--- src/rtl/i2c_rxff.sv ---
// rtl/i2c_rxff.sv - I2C receive FIFO between the byte receive engine and the APB data register.
// Optional synchronous flush port rx_flush is built in when I2C_RXFF_FLUSH_EN is defined.
module i2c_rxff #(
  parameter int AW = 3,
  parameter int DW = 8
) (
  input  logic          pclk,
  input  logic          prst_n,
  input  logic          rx_wr,
  input  logic [DW-1:0] rx_data,
  input  logic          apb_rxff_rd,
`ifdef I2C_RXFF_FLUSH_EN
  input  logic          rx_flush,
`endif
  output logic [DW-1:0] rxff_data,
  output logic          rxff_rxne,
  output logic          rxff_full,
  output logic [AW:0]   rxff_level,
  output logic          rxff_ov
);

  localparam int DEPTH = 1 << AW;
  localparam logic [AW:0] FULL_CNT = {1'b1, {AW{1'b0}}};

  logic [DW-1:0] mem [DEPTH];
  logic [AW-1:0] wp;
  logic [AW-1:0] rp;
  logic [AW:0]   cnt;
  logic          wr_ok;
  logic          pop_ok;
  logic          flush;

`ifdef I2C_RXFF_FLUSH_EN
  assign flush = rx_flush;
`else
  assign flush = 1'b0;
`endif

  // A push into a full FIFO is still accepted when a pop frees a slot in the same cycle.
  assign pop_ok = apb_rxff_rd && (cnt != '0);
  assign wr_ok  = rx_wr && ((cnt != FULL_CNT) || pop_ok);

  always_ff @(posedge pclk or negedge prst_n) begin
    if (!prst_n) begin
      wp      <= '0;
      rp      <= '0;
      cnt     <= '0;
      rxff_ov <= 1'b0;
    end else if (flush) begin
      wp      <= '0;
      rp      <= '0;
      cnt     <= '0;
      rxff_ov <= 1'b0;
    end else begin
      if (wr_ok)
        wp <= wp + 1'b1;
      if (pop_ok)
        rp <= rp + 1'b1;
      cnt <= cnt + {{AW{1'b0}}, wr_ok} - {{AW{1'b0}}, pop_ok};
      // Overflow needs the absence of a pop, so set and clear never collide.
      if (rx_wr && !wr_ok)
        rxff_ov <= 1'b1;
      else if (pop_ok)
        rxff_ov <= 1'b0;
    end
  end

  always_ff @(posedge pclk) begin
    if (wr_ok && !flush)
      mem[wp] <= rx_data;
  end

  assign rxff_rxne  = (cnt != '0);
  assign rxff_full  = (cnt == FULL_CNT);
  assign rxff_level = cnt;
  assign rxff_data  = rxff_rxne ? mem[rp] : '0;

endmodule

--- config.mk ---
export PLATFORM = sky130hd
export DESIGN_NAME = i2c_rxff
export DESIGN_NICKNAME = d
export VERILOG_FILES = /design/src/rtl/i2c_rxff.sv
export SDC_FILE = /design/constraint.sdc
export NUM_CORES = 1
export LEC_CHECK = 0
export ABC_AREA = 1
export BUFFER_PORTS_ARGS = -buffer_cell sky130_fd_sc_hd__buf_4
export CORE_UTILIZATION = 41
export DETAILED_ROUTE_END_ITERATION = 7
export SYNTH_ARGS = -nofsm -noshare
export SYNTH_HDL_FRONTEND = slang
export SYNTH_SLANG_ARGS = --single-unit
--- constraint.sdc ---
create_clock -name pclk -period 3.7 [get_ports pclk]
set_clock_uncertainty 0.1 [all_clocks]
set_input_delay 0.555 -clock pclk [delete_from_list [all_inputs] [get_ports pclk]]
set_output_delay 0.555 -clock pclk [all_outputs]
set_load 0.005 [all_outputs]
==> summary.md <==
| Metric | Value |
|---|---|
| Sw frac | 35.4% |
| Final wirelength | 6.66 mm |
| CTS Root Cell | clkbuf_8 |
| CTS tree | yes |
| Gpl congestion | 0.795 |
| Sequential fraction of design power | 38.8% |
| Switch Pwr | 0.00108 W |
| Synth Instances | 356 |
| Fmax | 404 MHz |
| Max incr delay on CP | 0.73 ns |
| Clock slew at reported path FFs | 0.08 ns |
| Ant diodes | 0 |
| Type of the worst min-delay path | in -> reg |
| Die footprint | 9010 sq um |
| Final Core Density | 48.4% |
| Number of library cell types mapped by synthesis | 23 |
| CP cell instances | inv_1 -> ha_1 -> nand2_2 -> nand2_4 -> nand2_4 -> nand2_4 -> nor2_1 |
| Largest family of logic cells by synthesized area | simple AND/OR/NAND/NOR gates |
| RSZ-0062 raised after global routing | no |
| Max-cap viol count | 0 |
| First-iteration detailed-routing DRC count | 91 |
| H-tree Lvls | 3 |
| Final Hold Viols | 0 |
| Critical path startpoint category | flop |
| Clock power frac | 23.8% |
| Final number of setup-violating endpoints | 0 |
| Status | completed |
| Xor and xnor area share after synthesis | 1.24% |
| Post-CTS Setup Inserts | 0 |
| Multi-input logic area | 953 sq um |
| Mux contribution to synthesized area | 0% |
| Worst-path cell with the longest stage delay | nor2_1 |
| Row cnt | 33 |
| Worst EP arrival | 2.34 ns |
| Most used cell along the critical path | nand2_4 |
| Floorplan die height | 94.9 microns |
| Pwr dens | 763 nW/um^2 |
| Die width | 94.9 microns |
| Worst Path Required | 3.56 ns |
| GR Overflow Total | 0 |
| Max Root-Sink Buffers | 2 |
| I/O Buffers | 26 |
| # DRC | 0 |
| Fill count | 804 |
| Global Route Usage Sum | 16.8% |
| Gate power share | 37.5% |
| Final ANT Viol Nets | 0 |
| Core box area | 8300 sq um |
| Slew Limit Fails | 0 |
| Clock Sinks | 75 |
| Clock Latency Late Sink | 0.34 ns |
| Internal power | 0.00198 W |
| P&R area growth vs syn | 13.4% |
| Worst-path maximum fanout | 11 |
| Post-synthesis compound-gate area fraction | 0.283% |
| Final HPWL DP | 4.31 mm |
| Netlist Area Pre-Place | 3540 sq um |
| Setup TNS | 0 ns |
| LEAKAGE | 1.87 nW |
| Syn Area/Cell | 9.95 sq um |
| Slew margin rel. | 35.5% |
| Routed len/inst | 13.6 microns |
| Worst setup EP type | flop |
| Number of nets in the layout | 402 |
| Vias in the first global route | 2188 |
| Dpl cell area | 3770 sq um |
| Maximum vdd drop | 0.416 mV |
| Via count | 2263 |
| Syn nets | 376 |
| Post-Synth Simple-Gate Area | 22.4% |
| Yosys Warn Count | 0 |
| Initial Util | 42.7% |
| Antenna violations before repair | 0 |
| CP Class | reg -> reg |
| I/O pins | 27 |
| First-pass iteration count of the detailed router | 4 |
| Slew @ Worst Pin | 0.964 ns |
| First-pass GRT wire length | 11.0 mm |
| Largest net degree at the start of global routing | 34 |
| Post-Synth Adder-Cell Area | 3.04% |
| Final instance area | 4020 sq um |
| Min Tclk post-route | 2.47 ns |
| Seq. cell area | 2200 sq um |
| Share of layout cells above drive strength 1 | 14.2% |
| TritonCTS Buffers | 9 |
| Vias per inst | 4.61 |
| Sequential area share after synthesis | 62.0% |
| Total Power | 0.00306 W |
| Flops & latches, synth | 75 |
| Final period utilization | 66.9% |
[registers in the layout, summed over array words and instances (netlist names)]
signal,flops
mem,64
rxff_level,4
rp,3
wp,3
rxff_ov,1
[Yosys cell counts]
| cell | count | share of area [%] |
|---|---|---|
| nand3b_4 | 1 | 0.57 |
| buf_6 | 4 | 1.3 |
| nand2_2 | 1 | 0.18 |
| xor2_1 | 2 | 0.49 |
| inv_1 | 72 | 7.6 |
| nor2_1 | 24 | 2.5 |
| ha_1 | 7 | 2.5 |
| fa_1 | 1 | 0.57 |
| nand2_1 | 94 | 10 |
| xnor2_1 | 3 | 0.74 |
| nor3b_4 | 1 | 0.53 |
| nand2_4 | 3 | 0.95 |
| nor2_2 | 4 | 0.71 |
| edfxtp_1 | 64 | 54 |
| buf_2 | 6 | 0.85 |
| dfrtp_1 | 11 | 7.8 |
| a21oi_1 | 2 | 0.28 |
| nand3_1 | 49 | 6.9 |
| inv_2 | 2 | 0.21 |
| clkinv_2 | 1 | 0.14 |
| clkbuf_8 | 1 | 0.39 |
| buf_4 | 2 | 0.42 |
| clkbuf_1 | 1 | 0.11 |
[power by group through the flow]
stage	Sequential (W)	Combinational (W)	Clock, W
4_1_cts	0.00119	0.00117	0.000742
3_5_place_dp	0.00121	0.00116	0
6_report	0.00119	0.00115	0.000728
3_3_place_gp	0.00120	0.00115	0
2_1_floorplan	0.00115	0.000847	0
5_1_grt	0.00121	0.00130	0.000772
[layer usage]
metal | global-route usage, % | routed length [microns] | up-vias
met3 | 5.07 | 344 | 7
met5 | 0 | 0 | -
li1 | - | - | 1161
met4 | 4.80 | 57 | 0
met1 | 21.8 | 3060 | 1042
met2 | 27.1 | 3200 | 53
[placed cells by master, fill, tap and decap left out]
cell type       n
a21oi_1         2
clkinvlp_4      1
nor2_1         24
buf_4          28
nand3_1        49
nand2_4         3
nand3b_4        1
fa_1            1
clkbuf_8        9
dlygate4sd3_1   1
nor3b_4         1
inv_1          72
edfxtp_1       64
dfrtp_1        11
nor2_2          4
xor2_1          2
ha_1            7
inv_2           2
nand2_2         1
bufinv_16       3
nand2_1        94
clkinv_2        2
xnor2_1         3
clkbuf_1        1
[worst max-delay path, delay by kind of cell, from the launching register on]
kind | cells | cell delay [ns]
buf+inv | 1 | 0.08
simple gates | 5 | 1.33
fa+ha+maj | 1 | 0.21
flops | 1 | 0.36
[per-stage QoR]
stage	hold WS [ns]	worst slack [ns]	instances
final	0.347	1.23	491
after global routing	0.331	1.08	491
after CTS	0.328	1.24	491
after detailed placement	0.300	1.28	475
after global placement	0.299	1.31	475
after floorplan	0.159	1.71	356
[area by class of cell]
cell class / count / area share, %
Inverter: 75 / 7.04
Multi-Input combinational cell: 192 / 23.7
Tap cell: 105 / 3.27
Sequential cell: 75 / 54.7
Clock inverter: 5 / 2.56
Timing Repair Buffer: 29 / 5.48
Clock buffer: 10 / 3.18
[repair_timing]
action / CTS / global route
resized for setup: 0 / 0
hold buffers: 1 / 0
endpoints found under the hold margin: 11 / 0
[final timing paths]
check | startpoint | endpoint | slack [ns] | cells after the start
max | rxff_level[2] | mem[1][2] | 1.23 | 7
min | rx_data[1] | mem[7][1] | 0.35 | 1
max reg2reg | rxff_level[2] | mem[1][2] | 1.23 | 7
min reg2reg | rxff_ov | rxff_ov | 0.39 | 2
max in group asynchronous | prst_n | rp[0] | 2.87 | 2
min in group asynchronous | prst_n | rxff_ov | 0.47 | 2
[cells by family after synthesis]
group           count (synthesis)
xor+xnor                        5
flops                          75
simple gates                  177
compound gates                  2
buf+inv                        89
fa+ha+maj                       8
No activity file was read; power rests on OpenSTA's default activity.
